File: config.mk
export PLATFORM = sky130hd
export DESIGN_NAME = prior_sel
export DESIGN_NICKNAME = d
export VERILOG_FILES = /design/src/rtl/lookup_pkg.sv /design/src/rtl/prior_cmp.sv /design/src/rtl/prior_sel.sv
export SDC_FILE = /design/constraint.sdc
export NUM_CORES = 1
export LEC_CHECK = 0
export CAP_MARGIN = 20
export CORE_ASPECT_RATIO = 1.2
export CORE_UTILIZATION = 32
export CTS_BUF_LIST = sky130_fd_sc_hd__clkbuf_8
export CTS_CLUSTER_DIAMETER = 50
export DETAILED_ROUTE_END_ITERATION = 16
export MAX_ROUTING_LAYER = met4
export PLACE_DENSITY = 0.53
export SLEW_MARGIN = 15
export SYNTH_ARGS = -nofsm -noshare
export SYNTH_HDL_FRONTEND = slang
export SYNTH_SLANG_ARGS = --single-unit
export TNS_END_PERCENT = 20
File: constraint.sdc
create_clock -name clk -period 6.9 [get_ports clk]
set_input_delay 0.69 -clock clk [delete_from_list [all_inputs] [get_ports clk]]
set_output_delay 0.69 -clock clk [all_outputs]
set_load 0.1 [all_outputs]
File: src/rtl/lookup_pkg.sv
// Shared definitions for the priority selector: config register map,
// config FSM encodings, the candidate record and small helper functions.
package lookup_pkg;

   localparam logic [5:0] ADDR_LOOKUP_CNT = 6'h00;
   localparam logic [5:0] ADDR_HIT_CNT    = 6'h01;
   localparam logic [5:0] ADDR_MISS_CNT   = 6'h02;
   localparam logic [5:0] ADDR_CLEAR      = 6'h03;

   typedef enum logic [1:0] {
      ST_IDLE  = 2'd0,
      ST_WRITE = 2'd1,
      ST_READ  = 2'd2,
      ST_ACK   = 2'd3
   } cfg_state_t;

   typedef struct packed {
      logic       hit;
      logic [7:0] prior;
      logic [7:0] index;
   } cand_t;

   // Operand a always comes from the lower entry positions, so ties keep a.
   function automatic cand_t pick(cand_t a, cand_t b);
      return (b.hit && (!a.hit || (b.prior > a.prior))) ? b : a;
   endfunction

   function automatic logic [31:0] sat_inc(logic [31:0] v);
      return (v == 32'hFFFF_FFFF) ? v : v + 32'd1;
   endfunction

endpackage

File: src/rtl/prior_cmp.sv
// Registered 2:1 compare node of the priority reduction tree.
module prior_cmp
   import lookup_pkg::*;
(
   input  logic       clk,
   input  logic       a_hit,
   input  logic [7:0] a_prior,
   input  logic [7:0] a_index,
   input  logic       b_hit,
   input  logic [7:0] b_prior,
   input  logic [7:0] b_index,
   output logic       out_hit,
   output logic [7:0] out_prior,
   output logic [7:0] out_index
);

   cand_t a, b, win;

   assign a   = {a_hit, a_prior, a_index};
   assign b   = {b_hit, b_prior, b_index};
   assign win = pick(a, b);

   // NOTE: pure datapath with no reset -- the valid pipeline in the parent
   // decides whether these bits mean anything, so clearing them buys nothing.
   always_ff @(posedge clk) begin
      out_hit   <= win.hit;
      out_prior <= win.prior;
      out_index <= win.index;
   end

endmodule

File: src/rtl/prior_sel.sv
// Pipelined highest-priority selector over N_ENTRY entry results, with
// saturating lookup/hit/miss counters behind a simple config handshake.
module prior_sel
   import lookup_pkg::*;
#(
   parameter int N_ENTRY = 8,
   parameter int LG_N    = 3
) (
   input  logic                 clk,
   input  logic                 rst,
   input  logic                 key_valid,
   input  logic [N_ENTRY-1:0]   entry_hit,
   input  logic [8*N_ENTRY-1:0] entry_prior,
   input  logic [8*N_ENTRY-1:0] entry_index,
   output logic                 result_valid,
   output logic                 result_hit,
   output logic [7:0]           result_prior,
   output logic [7:0]           result_index,
   input  logic                 cfg2sel_cs_n,
   input  logic                 cfg2sel_wr_rd,
   output logic                 sel2cfg_ack_n,
   input  logic [5:0]           cfg2sel_addr,
   input  logic [31:0]          cfg2sel_wdata,
   output logic [31:0]          sel2cfg_rdata
);

   logic            kv_d;
   logic [LG_N:0]   stage_vld;
   logic            leaf_hit   [N_ENTRY];
   logic [7:0]      leaf_prior [N_ENTRY];
   logic [7:0]      leaf_index [N_ENTRY];
   logic            node_hit   [1:N_ENTRY-1];
   logic [7:0]      node_prior [1:N_ENTRY-1];
   logic [7:0]      node_index [1:N_ENTRY-1];
   logic [31:0]     lookup_cnt, hit_cnt, miss_cnt;
   logic [31:0]     rd_mux;
   logic            clr_cnt, rd_load;
   cfg_state_t      state, state_nxt;
   logic            unused_wdata;

   // Writes only ever trigger the clear; the data word carries no meaning.
   assign unused_wdata = ^cfg2sel_wdata;

   // NOTE: sequential state is always assigned with <= so every register
   // samples the pre-edge values of its neighbours.
   always_ff @(posedge clk) begin
      if (rst) begin
         kv_d      <= 1'b0;
         stage_vld <= '0;
      end else begin
         kv_d      <= key_valid;
         stage_vld <= {stage_vld[LG_N-1:0], kv_d};
      end
   end

   always_ff @(posedge clk) begin
      if (kv_d) begin
         for (int i = 0; i < N_ENTRY; i++) begin
            leaf_hit[i]   <= entry_hit[i];
            leaf_prior[i] <= entry_prior[8*i +: 8];
            leaf_index[i] <= entry_index[8*i +: 8];
         end
      end
   end

   // Heap-ordered tree: node k compares children 2k (lower positions) and 2k+1.
   for (genvar k = 1; k < N_ENTRY; k++) begin : g_node
      logic       l_hit, r_hit;
      logic [7:0] l_prior, r_prior, l_index, r_index;

      if (2*k >= N_ENTRY) begin : g_leaf
         assign l_hit   = leaf_hit[2*k-N_ENTRY];
         assign l_prior = leaf_prior[2*k-N_ENTRY];
         assign l_index = leaf_index[2*k-N_ENTRY];
         assign r_hit   = leaf_hit[2*k+1-N_ENTRY];
         assign r_prior = leaf_prior[2*k+1-N_ENTRY];
         assign r_index = leaf_index[2*k+1-N_ENTRY];
      end else begin : g_inner
         assign l_hit   = node_hit[2*k];
         assign l_prior = node_prior[2*k];
         assign l_index = node_index[2*k];
         assign r_hit   = node_hit[2*k+1];
         assign r_prior = node_prior[2*k+1];
         assign r_index = node_index[2*k+1];
      end

      prior_cmp u_cmp (
         .clk       (clk),
         .a_hit     (l_hit),
         .a_prior   (l_prior),
         .a_index   (l_index),
         .b_hit     (r_hit),
         .b_prior   (r_prior),
         .b_index   (r_index),
         .out_hit   (node_hit[k]),
         .out_prior (node_prior[k]),
         .out_index (node_index[k])
      );
   end

   always_ff @(posedge clk) begin
      if (rst) begin
         result_valid <= 1'b0;
         result_hit   <= 1'b0;
         result_prior <= '0;
         result_index <= '0;
      end else begin
         result_valid <= stage_vld[LG_N];
         result_hit   <= stage_vld[LG_N] & node_hit[1];
         result_prior <= (stage_vld[LG_N] && node_hit[1]) ? node_prior[1] : '0;
         result_index <= (stage_vld[LG_N] && node_hit[1]) ? node_index[1] : '0;
      end
   end

   // A clear wins over an increment landing on the same edge.
   always_ff @(posedge clk) begin
      if (rst || clr_cnt) begin
         lookup_cnt <= '0;
         hit_cnt    <= '0;
         miss_cnt   <= '0;
      end else if (result_valid) begin
         lookup_cnt <= sat_inc(lookup_cnt);
         if (result_hit) hit_cnt  <= sat_inc(hit_cnt);
         else            miss_cnt <= sat_inc(miss_cnt);
      end
   end

   always_ff @(posedge clk) begin
      if (rst) state <= ST_IDLE;
      else     state <= state_nxt;
   end

   // NOTE: every output of this block gets a default first, so no path
   // through the case can leave one unassigned and infer a latch.
   always_comb begin
      state_nxt     = state;
      sel2cfg_ack_n = 1'b1;
      clr_cnt       = 1'b0;
      rd_load       = 1'b0;
      case (state)
         ST_IDLE:  if (!cfg2sel_cs_n) state_nxt = cfg2sel_wr_rd ? ST_READ : ST_WRITE;
         ST_WRITE: begin
            clr_cnt   = (cfg2sel_addr == ADDR_CLEAR);
            state_nxt = ST_ACK;
         end
         ST_READ: begin
            rd_load   = 1'b1;
            state_nxt = ST_ACK;
         end
         ST_ACK: begin
            if (cfg2sel_cs_n) state_nxt = ST_IDLE;
            else              sel2cfg_ack_n = 1'b0;
         end
         default: state_nxt = ST_IDLE;
      endcase
   end

   always_comb begin
      rd_mux = '0;
      case (cfg2sel_addr)
         ADDR_LOOKUP_CNT: rd_mux = lookup_cnt;
         ADDR_HIT_CNT:    rd_mux = hit_cnt;
         ADDR_MISS_CNT:   rd_mux = miss_cnt;
         default:         rd_mux = '0;
      endcase
   end

   always_ff @(posedge clk) begin
      if (rst)          sel2cfg_rdata <= '0;
      else if (rd_load) sel2cfg_rdata <= rd_mux;
   end

endmodule
-- Yosys cells after proc, flatten, opt, wreduce, memory -nomap -nowiden
Memory sizes are Yosys's and may differ from the RTL's.
Index checks and enable logic that the tools add are counted.
- shift operators: 0
- multiply operators: 0
- magnitude comparators: 7
- div/mod/pow operators: 0
- bitwise operators: 6
- eq/ne operators: 11
- multiplexer cells: 18
- add/sub/neg operators: 3
- reduce and logical (&&, ||, !) cells: 31
- operator list (kind ; number):
    $mux 17 ; 7
    $add 32x1->32 const B ; 3
    $eq 32x32->1 const B ; 3
    $pmux 32 s3 ; 1
    $gt 8x8->1 ; 7
    $eq 6x2->1 const B ; 2
    $logic_and 1x1->1 ; 8
    $logic_or 1x1->1 ; 8
    $logic_not 1->1 ; 7
    $eq 6x1->1 const B ; 1
    $logic_not 6->1 ; 1
    $mux 1 ; 6
    $mux 2 ; 3
    $pmux 2 s3 ; 1
    $reduce_and 3->1 ; 2
    $not 1->1 ; 5
    $eq 2x2->1 const B ; 2
    $ne 2x2->1 const B ; 2
    $reduce_and 2->1 ; 2
    $reduce_or 2->1 ; 2
    $eq 2x1->1 const B ; 1
    $logic_not 2->1 ; 1
    $and 1x1->1 ; 1
- memory bits (read-only): 0
- register bits: 272
- memory bits (writable): 136
- memories: 3
- latch bits: 0
- word-level logic and storage cells: 111
- input bits: 179
- memory list (memory ; words ; bits a word ; read ports ; clocked after memory_dff ; write ports ; line ; source):
    leaf_index ; 8 ; 8 ; 8 ; 0 ; 8 ; prior_sel.sv:31 ; logic [7:0] leaf_index [N_ENTRY];
    leaf_prior ; 8 ; 8 ; 8 ; 0 ; 8 ; prior_sel.sv:30 ; logic [7:0] leaf_prior [N_ENTRY];
    leaf_hit ; 8 ; 1 ; 8 ; 0 ; 8 ; prior_sel.sv:29 ; logic leaf_hit [N_ENTRY];

-- Depth between registers and ports, before layout
Gate-level depths: netlist of run 1.
- word-level depth: 4
- depth in mapped cells: 8
- mapped depth without buffers: 7

-- Modules after synthesis
A second synthesis of run 1 with hierarchy kept.
- cells, all modules: 1431
- area total of the unflattened synthesis: 17018.8 um^2
- by module, submodules not included (module ; area each (um^2) ; cells each ; times used ; seq. area each (um^2)):
    prior_sel ; 11299.6 ; 969 ; 1 ; 7146.9
    prior_cmp ; 817.0 ; 66 ; 7 ; 340.3

-- Worst setup path after synthesis of run 1
Ideal clock, no wire load.
- path type: register -> register
- start: register kv_d
- end: memory leaf_hit[0][0] (enable)
- slack: 3.131 ns
- arrival time: 3.261 ns
- path buffers: 0
- clock period less this slack: 3.769 ns
- cell stages (with the launch flop): 1
- data required time: 6.392 ns
- path through: dfxtp_1
- RTL lines (what ; line ; source):
    from (decl) ; prior_sel.sv:27 ; logic kv_d;
    from (signal assigned) ; prior_sel.sv:51 ; kv_d <= key_valid;
    to (decl) ; prior_sel.sv:29 ;

-- Worst setup path in the final report of run 1
- start: register result_valid
- end: output result_valid
- RTL lines (what ; line ; source):
    from (decl) ; prior_sel.sv:15 ; output logic result_valid,
    from (signal assigned) ; prior_sel.sv:108 ; result_valid <= stage_vld[LG_N];
No word-level cell between the ends.

==> results.yml, run 1 <==
yosys:
  synthMuxAreaShare: 0.0970
  ys_async_sr_fraction: 0
  ys.flop_type: "dfxtp_1"
  synthCells: 1433
  ys_seq_area_frac: 0.570
  synthAdderAreaFrac: 0.0479
  synth_warnings: 0
  yosysTopAreaCell: "dfxtp_1"
  synth-compound-area-share: 0.112
  synthTopCellsByArea: "dfxtp_1 (33%), edfxtp_1 (24%), mux2_2 (7.5%), ha_1 (4.8%), a21oi_1 (2.5%)"
  yosysMostFrequentCell: "dfxtp_1"
  ys_types: 62
  synth_top_family_by_area: "simple AND/OR/NAND/NOR gates"
  synth_nets: 1676
  synth_edf_count: 136
  yosys.area.top_type_share: 0.326
  synth_area_um2: 16700
  ys_seq_elements: 408
  synth_commonest_cells: "dfxtp_1 (272), edfxtp_1 (136), mux2_2 (112)"
  synth_xor_xnor_area_share: 0.00681
  avgSynthCellArea_um2: 11.7
  yosys.area_share.simple: 0.133
status:
  status: "completed"
die:
  die_h_um: 252
  fp-row-count: 91
  io_pins: 230
  die-area_um2: 53100
  core_um2: 51500
  die_w_um: 211
  start_util: 0.325
sta:
  fmax_mhz: 311
  setup_slack_ns: 3.69
  clock_skew_ns: 0.0258
  tightest_slew_ns: 1.15
  fin_crit_ns: 3.21
  report.final.hold_viol_count: 0
  max_slew_margin: 0.228
  tns_ns: 0
  finalSetupViolCount: 0
  fin_crit_sh: 0.466
  slew_viol_final: 0
  grt_setup_unrepaired: "false"
global_routing:
  antenna_found_initial: 0
  grt_pass1_wl_mm: 62.4
  grt_pass1_vias: 11700
  grt_overflow_total: 0
  grt_usage: 0.154
  grt_max_degree: 91
setup_path:
  path_buf_inv: 1
  reg2reg_depth: 5
  required_ns: 6.21
  crit_path_max_incr_delay_ns: 1.28
  cpMaxStageDelayCell: "clkdlybuf4s50_1"
  worst-path-stages: 1
  critical_path.cell_chain: "clkdlybuf4s50_1"
  critPathKind: "register to output pin"
  path_delay_family: "buffers and inverters"
  critical_path.endpoint_type: "output pin"
  crit_fanout: 11
  critPathLaunchType: "register"
  arrival_ns: 2.52
finish:
  diodes: 0
  area_growth_pct: 25.1
  drive_gt1_frac: 0.154
  nets: 1902
  fin_util: 0.406
clock_network:
  cts_buffers: 73
  clkTransAtPathRegs_ns: 0.06
  cts.path.max_buffers: 3
  cts_hold_buf: 0
  clock-sinks: 408
  postCtsSetupBuffers: 0
  clockRootBuffer: "clkbuf_8"
  clkLatencyLatePin_ns: 0.64
  cts_tree: "built"
  htreeDepth: 3
  cts_resized: 0
pwr:
  vdd_ir_drop_max_v: 0.000149
  p_total_uw: 5260
  internal_power_uw: 3980
  p_comb_frac: 0.085
  pwr-share-clk: 0.407
  p_leak_uw: 0.00791
  power_frac_seq: 0.508
  p_per_area_nw_per_um2: 252
  netSwitchingPower_uw: 1290
  swShare: 0.244
drt:
  routed_wl_mm: 39.8
  wl_per_cell_um: 16.5
  drt_first_pass_iters: 5
  drtIter0Drc: 434
  viasPerCell: 4.84
  route.detailed.drc: 0
  num_vias: 11700
  ant_nets: 0
min_path:
  hold_depth: 1
  hp-class: "register to register"
place:
  pre_cts_slack_ns: 3.60
  place_hpwl_mm: 27.8
  io_buffers: 197
  gp_congestion: 0.874
flow_run:
  drv_cap: 0
[metrics by stage]
stage	area (um^2)	hold slack, ns	std cells
detailed placement	19500	0.428	2280
global placement	19500	0.433	2279
global route	20900	0.459	2414
floorplan	16700	0.414	1433
finish	20900	0.434	2414
CTS	20900	0.441	2413
[per-layer routing]
metal | routed length [um] | GRT usage
met1 | 16600 | 0.171
met2 | 20000 | 0.265
met3 | 2330 | 0.0385
met4 | 836 | 0.0596
met5 | 0 | -
[cells by family after synthesis]
logic type	count (synthesis)
multiplexers	148
XOR/XNOR	13
adder cells (fa/ha/maj)	64
flip-flops	408
buffers and inverters	134
AO/OA/AOI/OAI	278
AND/OR/NAND/NOR	388
[worst paths after layout]
path / from / end / slack (ns)
setup / recovery: result_valid / result_valid / 3.69
hold / removal: stage_vld[0] / stage_vld[1] / 0.43
setup reg to reg: miss_cnt[3] / miss_cnt[11] / 4.15
hold reg to reg: stage_vld[0] / stage_vld[1] / 0.43
[placed cells by master (no fill, tap or decap), types with 10 or more instances in the layout]
cell type and instances:
a21oi_1 82, a22o_1 32, and3_1 37, and4_1 16, buf_4 13, clkbuf_8 84
clkdlybuf4s50_1 196, dfxtp_1 271, edfxtp_1 136, ha_1 64, inv_1 106, mux2_2 112
mux2i_1 36, nand2_1 86, nand3_1 42, nand4_1 41, nor2_1 31, nor2b_1 21
o211ai_1 15, o21ai_0 72, o31ai_1 15, or2_2 10, or3_1 38, or4_1 25
xnor2_1 10
[power by group through the flow]
stage	sequential, uW	clock, uW	combinational [uW]
final	2680	2140	448
after global routing	2690	2340	493
after CTS	2680	2240	454
after detailed placement	2730	0	450
after global placement	2730	0	443
after floorplan	2710	0	264
[registers in the layout, summed over array words and instances, names as in the netlist, 2 cells and up]
signal and cells:
result_index 8, miss_cnt 32, hit_cnt 32, leaf_index 64, result_prior 8, g_node.u_cmp.out_prior 56, sel2cfg_rdata 32, lookup_cnt 32
leaf_hit 8, g_node.u_cmp.out_hit 7, leaf_prior 64, g_node.u_cmp.out_index 56, state 2, stage_vld 4
[layout make-up]
cell class	instances	area (um^2)
clock buffers	84	1160
clock inverters	49	246
fillers	4994	30600
inverters	73	274
multi-input cells	891	6730
flip-flops and latches	408	9530
well taps	697	872
repair buffers	212	2090
No activity file was read; power rests on OpenSTA's default activity.
==> run 2: changes to the inputs <==
- clock period: 6.9 -> 3.3 ns (I/O delays scaled with it)
==> results.yml, run 2 (synthesis results as in run 1) <==
clock_network:
  clock-sinks: 408
  htreeDepth: 3
  clkLatencyLatePin_ns: 0.64
  cts_hold_buf: 0
  cts_buffers: 73
  cts_resized: 0
  postCtsSetupBuffers: 0
  cts.path.max_buffers: 3
  cts_tree: "built"
  clkTransAtPathRegs_ns: 0.06
  clockRootBuffer: "clkbuf_8"
pwr:
  power_frac_seq: 0.504
  p_total_uw: 11100
  p_per_area_nw_per_um2: 528
  internal_power_uw: 8430
  pwr-share-clk: 0.411
  p_leak_uw: 0.00798
  netSwitchingPower_uw: 2660
  p_comb_frac: 0.085
  swShare: 0.240
  vdd_ir_drop_max_v: 0.000279
sta:
  finalSetupViolCount: 0
  grt_setup_unrepaired: "false"
  slew_viol_final: 0
  fin_crit_sh: 0.794
  fmax_mhz: 382
  fin_crit_ns: 2.62
  clock_skew_ns: 0.0311
  hold_ws_ns: 0.237
  report.final.hold_viol_count: 0
  setup_slack_ns: 0.680
  tightest_slew_ns: 1.08
  tns_ns: 0
  max_slew_margin: 0.279
finish:
  area_growth_pct: 25.8
  diodes: 0
  nets: 1912
  reg_top3: "leaf_index: 64 flops, leaf_prior: 64 flops"
  final_common_cell: "dfxtp_1"
  fin_util: 0.408
  drive_gt1_frac: 0.160
  final_cell_mix: "dfxtp_1 (271), clkdlybuf4s50_1 (192), edfxtp_1 (136)"
global_routing:
  grt_overflow_total: 0
  grt_pass1_vias: 11800
  antenna_found_initial: 0
  grt_usage: 0.155
  grt_max_degree: 91
  grt_pass1_wl_mm: 62.5
setup_path:
  critPathKind: "register to output pin"
  cpMaxStageDelayCell: "clkdlybuf4s50_1"
  crit_fanout: 5
  critical_path.cell_chain: "clkdlybuf4s50_1"
  path_buf_inv: 1
  critPathLaunchType: "register"
  arrival_ns: 2.29
  crit_path_max_incr_delay_ns: 1.19
  path_delay_family: "buffers and inverters"
  critical_path.endpoint_type: "output pin"
  required_ns: 2.97
  regToRegStartpoint: "g_node[4].u_cmp.out_prior[1]"
  reg2reg_to: "g_node[2].u_cmp.out_prior[1]"
  reg2reg_depth: 8
  rrSetupSlack_ns: 0.80
flow_run:
  drv_cap: 0
drt:
  drtIter0Drc: 603
  drt_first_pass_iters: 5
  routed_wl_mm: 39.8
  route.detailed.drc: 0
  ant_nets: 0
  wl_per_cell_um: 16.4
  viasPerCell: 4.87
  num_vias: 11800
die:
  core_um2: 51500
  fp-row-count: 91
  die_w_um: 211
  die-area_um2: 53100
  die_h_um: 252
  start_util: 0.325
  io_pins: 230
place:
  gp_congestion: 0.881
  io_buffers: 197
  place_hpwl_mm: 28.4
  pre_cts_slack_ns: 0.766
min_path:
  min-delay-start: "entry_index[56]"
  min_delay_worst_endpoint: "leaf_index[1][24]"
  hold_depth: 1
  hp-class: "primary input to register"
status:
  status: "completed"
## run 2: layout make-up
class | count | area, um^2
Multi-Input combinational cell | 891 | 6720
Tap cell | 697 | 872
Timing Repair Buffer | 222 | 2170
Inverter | 73 | 274
Clock inverter | 45 | 225
Fill cell | 4994 | 30400
Sequential cell | 408 | 9530
Clock buffer | 89 | 1220
## run 2: through the flow
| stage | cells | cell area, um^2 |
|---|---|---|
| 3_3_place_gp | 2291 | 19600 |
| 5_1_grt | 2425 | 21000 |
| 2_1_floorplan | 1433 | 16700 |
| 4_1_cts | 2425 | 21000 |
| 6_report | 2425 | 21000 |
| 3_5_place_dp | 2291 | 19600 |
## run 2: power groups by stage
stage          Clock [uW]  Sequential (uW)  Combinational, uW
4_1_cts              4750             5600                962
5_1_grt              4980             5620               1040
2_1_floorplan           0             5670                551
6_report             4560             5590                944
3_5_place_dp            0             5710                957
3_3_place_gp            0             5700                937
## run 2: worst max-delay path by stage
stage	from	end	depth (start not counted)	slack [ns]
after floorplan	result_valid	miss_cnt[15]	7	0.68
after global placement	g_node[4].u_cmp.out_prior[1]	g_node[2].u_cmp.out_prior[1]	8	0.78
after detailed placement	cfg2sel_addr[5]	hit_cnt[20]	6	0.77
after CTS	result_hit	result_hit	1	0.61
after global routing	result_hit	result_hit	1	0.59
final	result_hit	result_hit	1	0.68
## run 2: per-layer routing
layer / GRT usage / share of wire / vias to the layer above
li1: - / - / 5824
met1: 0.173 / 0.41 / 5570
met2: 0.266 / 0.51 / 323
met3: 0.0384 / 0.060 / 85
met4: 0.0611 / 0.024 / 0
met5: - / 0 / -
